<file path="src/rtl/xaddrgen3_if.sv">
// Configuration, run handshake and address-stream bundle for xaddrgen3.
//   master: controller side, drives run and the loop configuration, observes the stream.
//   slave : generator side, samples run/config, drives addr, mem_en and done.
// Signals:
//   run                                  start pulse
//   iterations/iterations2/iterations3   loop counts for levels 1..3 (0 acts as 1)
//   period, duty, delay                  period length, enabled cycles per period, start delay
//   start, incr, shift, shift2, shift3   base address, per-cycle step, per-level base steps
//   addr, mem_en, done                   registered address, memory enable, idle flag
interface xaddrgen3_if #(
  parameter int unsigned ADDR_W   = 10,
  parameter int unsigned PERIOD_W = 10
);
  logic                run;
  logic [ADDR_W-1:0]   iterations;
  logic [PERIOD_W-1:0] period;
  logic [PERIOD_W-1:0] duty;
  logic [ADDR_W-1:0]   start;
  logic [ADDR_W-1:0]   incr;
  logic [ADDR_W-1:0]   shift;
  logic [PERIOD_W-1:0] delay;
  logic [ADDR_W-1:0]   iterations2;
  logic [ADDR_W-1:0]   shift2;
  logic [ADDR_W-1:0]   iterations3;
  logic [ADDR_W-1:0]   shift3;
  logic [ADDR_W-1:0]   addr;
  logic                mem_en;
  logic                done;

  modport master (
    output run, iterations, period, duty, start, incr, shift, delay,
           iterations2, shift2, iterations3, shift3,
    input  addr, mem_en, done
  );

  modport slave (
    input  run, iterations, period, duty, start, incr, shift, delay,
           iterations2, shift2, iterations3, shift3,
    output addr, mem_en, done
  );
endinterface

</file>
<file path="src/rtl/xaddrgen3.sv">
// Three-level nested-loop address generator for one Versat data-memory port.
// After run (sampled in idle) it waits delay cycles, then emits one address per cycle:
//   addr = start + m*shift3 + k*shift2 + i*shift + j*incr  (mod 2^ADDR_W)
//   mem_en = (j < duty)
// with j innermost over period, then i, k, m over the three iteration counts.
// Ports:
//   clk  clock
//   rst  asynchronous active-high reset
//   bus  xaddrgen3_if slave modport (run/config in, addr/mem_en/done out)
module xaddrgen3 #(
  parameter int unsigned ADDR_W   = 10,
  parameter int unsigned PERIOD_W = 10
) (
  input logic       clk,
  input logic       rst,
  xaddrgen3_if.slave bus
);

  typedef enum logic [1:0] {StIdle, StDelay, StActive} state_e;

  state_e              state;
  logic [PERIOD_W-1:0] j_cnt;
  logic [PERIOD_W-1:0] dly_cnt;
  logic [ADDR_W-1:0]   i_cnt;
  logic [ADDR_W-1:0]   k_cnt;
  logic [ADDR_W-1:0]   m_cnt;
  logic [ADDR_W-1:0]   base1;
  logic [ADDR_W-1:0]   base2;
  logic [ADDR_W-1:0]   base3;
  logic [ADDR_W-1:0]   cur_addr;
  logic                cur_en;
  logic                cur_done;

  // Last index of each loop; a zero count behaves as a count of one.
  logic [PERIOD_W-1:0] j_last;
  logic [ADDR_W-1:0]   i_last;
  logic [ADDR_W-1:0]   k_last;
  logic [ADDR_W-1:0]   m_last;

  always_comb begin
    j_last = (bus.period == '0)      ? '0 : bus.period - 1'b1;
    i_last = (bus.iterations == '0)  ? '0 : bus.iterations - 1'b1;
    k_last = (bus.iterations2 == '0) ? '0 : bus.iterations2 - 1'b1;
    m_last = (bus.iterations3 == '0) ? '0 : bus.iterations3 - 1'b1;
  end

  always_ff @(posedge clk or posedge rst) begin
    if (rst) begin
      state    <= StIdle;
      j_cnt    <= '0;
      dly_cnt  <= '0;
      i_cnt    <= '0;
      k_cnt    <= '0;
      m_cnt    <= '0;
      base1    <= '0;
      base2    <= '0;
      base3    <= '0;
      cur_addr <= '0;
      cur_en   <= 1'b0;
      cur_done <= 1'b1;
    end else begin
      unique case (state)
        StIdle: begin
          if (bus.run) begin
            cur_done <= 1'b0;
            j_cnt    <= '0;
            i_cnt    <= '0;
            k_cnt    <= '0;
            m_cnt    <= '0;
            base1    <= bus.start;
            base2    <= bus.start;
            base3    <= bus.start;
            if (bus.delay == '0) begin
              state    <= StActive;
              cur_addr <= bus.start;
              cur_en   <= (bus.duty != '0);
            end else begin
              // Edge E0 counts as the first delay cycle.
              state   <= StDelay;
              dly_cnt <= {{(PERIOD_W-1){1'b0}}, 1'b1};
              cur_en  <= 1'b0;
            end
          end
        end
        StDelay: begin
          if (dly_cnt == bus.delay) begin
            state    <= StActive;
            cur_addr <= bus.start;
            cur_en   <= (bus.duty != '0);
          end else begin
            dly_cnt <= dly_cnt + 1'b1;
          end
        end
        StActive: begin
          if (j_cnt != j_last) begin
            j_cnt    <= j_cnt + 1'b1;
            cur_addr <= cur_addr + bus.incr;
            cur_en   <= ((j_cnt + 1'b1) < bus.duty);
          end else begin
            j_cnt  <= '0;
            cur_en <= (bus.duty != '0);
            if (i_cnt != i_last) begin
              i_cnt    <= i_cnt + 1'b1;
              base1    <= base1 + bus.shift;
              cur_addr <= base1 + bus.shift;
            end else begin
              i_cnt <= '0;
              if (k_cnt != k_last) begin
                k_cnt    <= k_cnt + 1'b1;
                base2    <= base2 + bus.shift2;
                base1    <= base2 + bus.shift2;
                cur_addr <= base2 + bus.shift2;
              end else begin
                k_cnt <= '0;
                if (m_cnt != m_last) begin
                  m_cnt    <= m_cnt + 1'b1;
                  base3    <= base3 + bus.shift3;
                  base2    <= base3 + bus.shift3;
                  base1    <= base3 + bus.shift3;
                  cur_addr <= base3 + bus.shift3;
                end else begin
                  // Final cycle: addr holds its last value.
                  m_cnt    <= '0;
                  state    <= StIdle;
                  cur_en   <= 1'b0;
                  cur_done <= 1'b1;
                end
              end
            end
          end
        end
        default: state <= StIdle;
      endcase
    end
  end

  assign bus.addr   = cur_addr;
  assign bus.mem_en = cur_en;
  assign bus.done   = cur_done;

endmodule

</file>
<file path="src/flat_wrapper.sv">
// flat-port wrapper written by rule: the top's interface ports become plain ports
module xaddrgen3_flat 
#(
  parameter int unsigned ADDR_W   = 10,
  parameter int unsigned PERIOD_W = 10
)
  (clk, rst, bus_run, bus_iterations, bus_period, bus_duty, bus_start, bus_incr, bus_shift, bus_delay, bus_iterations2, bus_shift2, bus_iterations3, bus_shift3, bus_addr, bus_mem_en, bus_done);
  xaddrgen3_if #(.ADDR_W(ADDR_W), .PERIOD_W(PERIOD_W)) bus_i ();
  input logic clk;
  input logic rst;
  input wire logic [$bits(bus_i.run)-1:0] bus_run;
  input wire logic [$bits(bus_i.iterations)-1:0] bus_iterations;
  input wire logic [$bits(bus_i.period)-1:0] bus_period;
  input wire logic [$bits(bus_i.duty)-1:0] bus_duty;
  input wire logic [$bits(bus_i.start)-1:0] bus_start;
  input wire logic [$bits(bus_i.incr)-1:0] bus_incr;
  input wire logic [$bits(bus_i.shift)-1:0] bus_shift;
  input wire logic [$bits(bus_i.delay)-1:0] bus_delay;
  input wire logic [$bits(bus_i.iterations2)-1:0] bus_iterations2;
  input wire logic [$bits(bus_i.shift2)-1:0] bus_shift2;
  input wire logic [$bits(bus_i.iterations3)-1:0] bus_iterations3;
  input wire logic [$bits(bus_i.shift3)-1:0] bus_shift3;
  output wire logic [$bits(bus_i.addr)-1:0] bus_addr;
  output wire logic [$bits(bus_i.mem_en)-1:0] bus_mem_en;
  output wire logic [$bits(bus_i.done)-1:0] bus_done;
  assign bus_i.run = bus_run;
  assign bus_i.iterations = bus_iterations;
  assign bus_i.period = bus_period;
  assign bus_i.duty = bus_duty;
  assign bus_i.start = bus_start;
  assign bus_i.incr = bus_incr;
  assign bus_i.shift = bus_shift;
  assign bus_i.delay = bus_delay;
  assign bus_i.iterations2 = bus_iterations2;
  assign bus_i.shift2 = bus_shift2;
  assign bus_i.iterations3 = bus_iterations3;
  assign bus_i.shift3 = bus_shift3;
  assign bus_addr = bus_i.addr;
  assign bus_mem_en = bus_i.mem_en;
  assign bus_done = bus_i.done;
  xaddrgen3 #(.ADDR_W(ADDR_W), .PERIOD_W(PERIOD_W)) u_core (.clk(clk), .rst(rst), .bus(bus_i));
endmodule
</file>
<file path="config.mk">
export PLATFORM = sky130hd
export DESIGN_NAME = xaddrgen3_flat
export DESIGN_NICKNAME = d
export VERILOG_FILES = /design/src/rtl/xaddrgen3_if.sv /design/src/rtl/xaddrgen3.sv /design/src/flat_wrapper.sv
export SDC_FILE = /design/constraint.sdc
export NUM_CORES = 1
export LEC_CHECK = 0
export CORE_ASPECT_RATIO = 0.9
export CORE_UTILIZATION = 31
export CTS_CLUSTER_DIAMETER = 50
export DETAILED_ROUTE_END_ITERATION = 7
export PLACE_DENSITY = 0.57
export SYNTH_ARGS = -nofsm -noshare
export SYNTH_HDL_FRONTEND = slang
export SYNTH_SLANG_ARGS = --single-unit
</file>
<file path="constraint.sdc">
create_clock -name clk -period 3.8 [get_ports clk]
set_input_delay 0.76 -clock clk [delete_from_list [all_inputs] [get_ports clk]]
set_output_delay 0.76 -clock clk [all_outputs]
set_load 0.03 [all_outputs]
</file>
==> results of run 1 <==
[area by class of cell]
cell class              count  area [sq um]
diodes                      1          2.50
repair buffers            337          2940
clock buffers               9           225
flip-flops and latches     94          2350
fillers                  2798         15800
clock inverters             7          80.1
well taps                 396           495
inverters                  70           283
multi-input cells         911          6720
[metal layers]
layer | wire length (um) | part of all wire (%)
met5 | 0 | 0
met2 | 13400 | 45
met1 | 14500 | 49
met4 | 305 | 1.0
met3 | 1280 | 4.4
[worst max-delay path, delay by kind of cell]
| kind | cells | cell delay, ns |
|---|---|---|
| AO/OA/AOI/OAI | 1 | 0.10 |
| AND/OR/NAND/NOR | 7 | 2.42 |
| multiplexers | 1 | 0.29 |
| buffers and inverters | 4 | 0.47 |
| adder cells (fa/ha/maj) | 1 | 0.13 |
[how the worst max path moves through the flow]
stage / from / end / slack, ns / cells past startpoint
floorplan: bus_iterations[1] / u_core.base3[2]$_DFFE_PP0P_ / -0.21 / 13
global placement: bus_iterations[1] / u_core.base3[9]$_DFFE_PP0P_ / -0.91 / 11
detailed placement: bus_iterations[1] / u_core.base3[2]$_DFFE_PP0P_ / -0.96 / 13
CTS: bus_iterations[0] / u_core.base3[2]$_DFFE_PP0P_ / -0.16 / 14
global route: bus_iterations[1] / u_core.base3[8]$_DFFE_PP0P_ / -0.17 / 14
finish: bus_iterations[1] / u_core.base3[2]$_DFFE_PP0P_ / -0.12 / 14
[cells by family (layout without fill, tap and decap cells)]
group                      count (synthesis)  in the layout  share of synthesized area (%)
and+or+nand+nor                          413            414                           24.1
AOI/OAI and AO/OA                        302            303                           22.0
buffers and inverters                    116            423                           4.95
DFF                                       94             94                           25.9
xor gates and xnor gates                  87             87                           8.67
adders and majority gates                 63             63                           8.99
muxes                                     44             44                           5.43
other                                      0              1                              0
[synth_stat cells (14+ instances only)]
cell      number  area share (%)
a21o_1        14             1.2
a21oi_1       56             3.1
a31oi_1       16             1.1
clkbuf_1      37             1.5
dfrtp_1       93              26
ha_1          59             8.1
inv_1         70             2.9
mux2_2        15             1.9
mux2i_1       22             2.4
nand2_1       91             3.8
nand3_1       28             1.5
nand4_1       18             1.2
nor2_1        94             3.9
nor2b_1       14            0.96
nor3_1        31             1.7
nor4_1        23             1.6
o21ai_0       76             4.2
or3_1         23             1.6
xnor2_1       53             5.1
xor2_1        32             3.1
[where the power goes]
| group | internal [W] | switching (W) | leakage (nW) |
|---|---|---|---|
| registers | 0.00120 | 0.000215 | 1.21 |
| logic | 0.00142 | 0.00135 | 4.51 |
| clock network | 0.000521 | 0.000457 | 0.148 |
[metrics by stage]
stage | total power, W | hold slack (ns) | TNS [ns] | util (%)
CTS | 0.00517 | 0.511 | -1.73 | 44.5
detailed placement | 0.00413 | 0.483 | -60.01 | 42.0
finish | 0.00516 | 0.504 | -1.66 | 45.4
floorplan | 0.00322 | 0.451 | -3.24 | -
global placement | 0.00408 | 0.467 | -55.83 | 42.0
global route | 0.00555 | 0.537 | -3.22 | 45.4
[state kept, by name, indices dropped and copies added (netlist names)]
| name | count |
|---|---|
| u_core.dly_cnt | 10 |
| u_core.k_cnt | 10 |
| u_core.bus.addr | 10 |
| u_core.j_cnt | 10 |
| u_core.base3 | 10 |
| u_core.base1 | 10 |
| u_core.m_cnt | 10 |
| u_core.bus.mem_en | 1 |
| u_core.bus.done | 1 |
| u_core.state | 2 |
| u_core.base2 | 10 |
| u_core.i_cnt | 10 |
[timing repair]
action,4_1_cts,5_1_grt
hold buffers,0,0
setup buffers,34,10
cloned,2,0
resized for setup,79,48
pin swaps,31,29
endpoints found under the setup margin,78,59
==> reports/results.ini, run 1 <==
[status]
status = finished with violations
violations = setup timing

[timing]
min_period_ns = 3.92
setup_viol = 21
worst_pin_slew_ns = 0.720
rsz0062_at_grt = yes
worst_slack_ns = -0.120
finalCritPeriodShare_pct = 103
slew_violations = 0
timing.fmax_ghz = 0.255
skew_ns = 0.0140
hold_viol_final = 0
slew_headroom_pct = 52.0

[power]
leakage_nw = 5.86
ir_worst_vdd_mv = 0.442
powerDensity_nw_per_um2 = 394

[synth]
syn_area_sq_um = 9100
ys_ff_latch = 94
avgSynthCellArea_sq_um = 8.13
ys_seq_area_share_pct = 25.9
syn-num-nets = 1295
yosys_warnings = 0
synthArstFlopShare_pct = 100
synth_edf_count = 0
dominantRegCellSynth = dfrtp_1
syn_inst = 1119
synth.distinct_cells = 81

[floorplan]
die-area_sq_um = 30100
die_x_um = 183
ios = 125
core_area_sq_um = 28900
initial_core_util_pct = 31.5
die_h_um = 165
row_count = 59

[placement]
port_buffers = 124
gp_congestion = 0.869
post_dp_cell_area_sq_um = 12100
dp_hpwl_um = 22500
dp_cells = 1768
pre_cts_ws_ns = -0.961

[grt]
use_met2_pct = 32.9
busiest_layer = met2
antenna_found_initial = 1
grtUsageMet1_pct = 27.2
grt_max_degree = 60
grt_usage_pct = 19.8
grt_pass1_wl_um = 47500
grt_pass1_vias = 9225
grt_overflow = 0
use_met3_pct = 2.76

[cells_and_area]
layout_common_cells = buf_4 (197), clkdlybuf4s50_1 (101), dfrtp_1 (93)
final_nets = 1599
layout_commonest_cell = buf_4
fin_area_sq_um = 13100
final_layout_size_suffix_gt1_share_pct = 23.9
syn_to_final_growth_pct = 43.9
stdcell_count = 1825

[clock_tree]
cts_root_buf = clkbuf_16
numClockSinks = 94
cts_buffers = 9
clk_latency_ns = 0.36
cts_tree = yes
cts.htree.levels = 3
clk_pin_slew_ns = 0.08
clk_path_buf_depth = 2

[detailed_routing]
drt_iter0_drc = 565
ant_nets = 0
drc_errors = 0
vias_per_cell = 5.21
wl_um = 29400
vias = 9508
drtPass1Iterations = 5
wl_per_cell_um = 16.1

[setup_path]
cp_data_arrival_time_ns = 4.16
r2r_end = u_core.base3[2]$_DFFE_PP0P_
crit_path_start_kind = input pin
slowest_stage = or4_4
crit_type = in2reg
crit_path_max_incr_delay_ns = 0.58
cp_max_fo = 5
cp-end-kind = flip-flop
crit_chain = buf_12 > inv_12 > ha_4 > or4b_4 > buf_6 > or4_4 > nand3_2 > nand4b_1 > or4_4 > nor3_4 > a21oi_2 > or3_4 > buf_12 > mux2_4
reg2regPathDepth = 9
r2r_start = u_core.i_cnt[7]$_DFFE_PP0P_
rrSetupSlack_ns = 0.56
crit_required_ns = 4.04

[hold_path]
hold_class = reg2reg
min_from = u_core.base1[7]$_DFFE_PP0P_
whs_endpoint = u_core.base1[7]$_DFFE_PP0P_
min_path_cells = 2

[job]
max-cap-violations = 0

Power figures use the tool's default switching activity.
==> run 2, diff against run 1 <==
MAX_ROUTING_LAYER = met4   (was default)
==> reports/results.ini, run 2 (same netlist as run 1, synthesis figures left out) <==
[status]
status = finished with violations
violations = setup timing

[timing]
hold_viol_final = 0  ; unchanged
slew_headroom_pct = 50.3  ; -1.6 points
worst_pin_slew_ns = 0.745  ; +0.0245 ns
setup_viol = 26  ; +24%
worst_slack_ns = -0.140  ; -0.0197 ns
slew_violations = 0  ; unchanged
min_period_ns = 3.94  ; +0.0197 ns
rsz0062_at_grt = yes
finalCritPeriodShare_pct = 104  ; +0.52 points
timing.fmax_ghz = 0.254  ; -0.50%
skew_ns = 0.00945  ; -0.00452 ns

[detailed_routing]
top_layer = met4
drt-met1-wl_um = 14400  ; -0.60%
drc_errors = 0  ; unchanged
dr_wl_met2_um = 13800  ; +3.0%
drtPass1Iterations = 5  ; unchanged
dr_wl_met3_um = 1090  ; -15%
ant_nets = 0  ; unchanged
drt_iter0_drc = 578  ; +2.3%
wl_um = 29600  ; +0.75%
vias_per_cell = 5.19  ; -0.39%
vias = 9435  ; -0.77%
wl_per_cell_um = 16.3  ; +1.1%

[power]
leakage_nw = 5.85  ; -0.20%
powerDensity_nw_per_um2 = 396  ; +0.35%
ir_worst_vdd_mv = 0.339  ; -23%

[grt]
grt_usage_pct = 19.9  ; +0.15 points
grt_overflow = 0  ; unchanged
grt_pass1_wl_um = 46700  ; -1.8%
grt_pass1_vias = 9333  ; +1.2%
antenna_found_initial = 0  ; -1
grt_max_degree = 60  ; unchanged

[clock_tree]
clk_pin_slew_ns = 0.07  ; about the same
cts-hold-fix-buffers = 0  ; unchanged
cts_root_buf = clkbuf_16
cts.htree.levels = 3  ; unchanged
cts_tree = yes
clk_latency_ns = 0.36  ; about the same
numClockSinks = 94  ; unchanged
clk_path_buf_depth = 2  ; unchanged
cts_buffers = 9  ; unchanged

[cells_and_area]
fin_area_sq_um = 13200  ; +0.87%
diodes = 0  ; -1
layout_common_cells = buf_4 (183), clkdlybuf4s50_1 (103), dfrtp_1 (93)
layout_commonest_cell = buf_4
final_layout_size_suffix_gt1_share_pct = 25.2  ; +1.4 points
final_util_pct = 45.8  ; +0.39 points
syn_to_final_growth_pct = 45.1
final_nets = 1593  ; -0.38%

[floorplan]
core_area_sq_um = 28900  ; unchanged
row_count = 59  ; unchanged
die_h_um = 165  ; unchanged
initial_core_util_pct = 31.5  ; unchanged
ios = 125  ; unchanged
die-area_sq_um = 30100  ; unchanged
die_x_um = 183  ; unchanged

[hold_path]
hold_class = reg2reg

[setup_path]
crit_path_start_kind = input pin
crit_required_ns = 4.04  ; about the same
cp_data_arrival_time_ns = 4.18  ; +0.02 ns
crit_type = in2reg
cp-end-kind = flip-flop
cp_max_fo = 6  ; +1

[placement]
post_dp_cell_area_sq_um = 12100  ; -0.12%
port_buffers = 124  ; unchanged
gp_congestion = 0.873  ; +0.41%
dp_hpwl_um = 22400  ; -0.11%

[job]
max-cap-violations = 0  ; unchanged

==> run 2: path summary, 6_finish.rpt <==
check / startpoint / slack, ns / to / depth (start not counted)
worst max register to register: u_core.j_cnt[6]$_DFFE_PP0P_ / 0.58 / u_core.base3[5]$_DFFE_PP0P_ / 10
worst max-delay path: bus_iterations[1] / -0.14 / u_core.base3[5]$_DFFE_PP0P_ / 14
min in group asynchronous: rst / 0.88 / u_core.base1[7]$_DFFE_PP0P_ / 2
worst min register to register: u_core.base1[0]$_DFFE_PP0P_ / 0.49 / u_core.base1[0]$_DFFE_PP0P_ / 2
worst min-delay path: u_core.base1[0]$_DFFE_PP0P_ / 0.49 / u_core.base1[0]$_DFFE_PP0P_ / 2
max in group asynchronous: rst / 2.15 / u_core.bus.done$_DFFE_PP1P_ / 3
==> run 2: timing repair <==
item,CTS,global route
pin swaps,23,27
endpoints found under the hold margin,0,0
gates cloned,2,1
endpoints found under the setup margin,79,70
gates resized for setup,86,92
buffers inserted,24,10
==> run 2: per-stage QoR <==
stage | worst slack (ns) | hold slack, ns | power, W | cells | setup TNS (ns)
2_1_floorplan | -0.212 | 0.451 | 0.00322 | 1119 | -3.24
3_3_place_gp | -0.897 | 0.473 | 0.00407 | 1766 | -55.73
3_5_place_dp | -0.915 | 0.477 | 0.00412 | 1766 | -58.16
4_1_cts | -0.107 | 0.492 | 0.00517 | 1808 | -1.29
5_1_grt | -0.225 | 0.513 | 0.00559 | 1818 | -5.96
6_report | -0.140 | 0.493 | 0.00523 | 1818 | -2.37
==> run 2: report_power, final <==
part	internal, W	leakage [nW]	total, W	switching (W)
Clock	0.000596	0.150	0.000999	0.000403
Combinational	0.00144	4.50	0.00280	0.00137
Sequential	0.00120	1.21	0.00142	0.000217
Total	0.00324	5.85	0.00523	0.00198
==> run 2: layout make-up <==
type	count	area (sq um)
Clock buffer	13	250
Clock inverter	3	67.6
Fill cell	2884	15700
Inverter	70	283
Multi-Input combinational cell	910	6830
Sequential cell	94	2350
Tap cell	396	495
Timing Repair Buffer	332	2930
==> run 2: per-layer routing <==
| layer | up-vias | GRT usage [%] |
|---|---|---|
| met5 | - | - |
| met4 | 0 | 4.35 |
| met3 | 26 | 2.09 |
| met2 | 214 | 32.7 |
| met1 | 4471 | 26.5 |
| li1 | 4724 | - |
==> run 2: worst max-delay path: stages <==
cell and delay, ns:
buf_12 0.11, inv_12 0.04, ha_4 0.11, or4b_4 0.53, buf_6 0.16, or4_4 0.42, nand3_2 0.09, nand4b_1 0.16
or4_4 0.60, nor3_4 0.27, a21oi_2 0.09, or3_4 0.39, buf_8 0.16, mux2_4 0.29
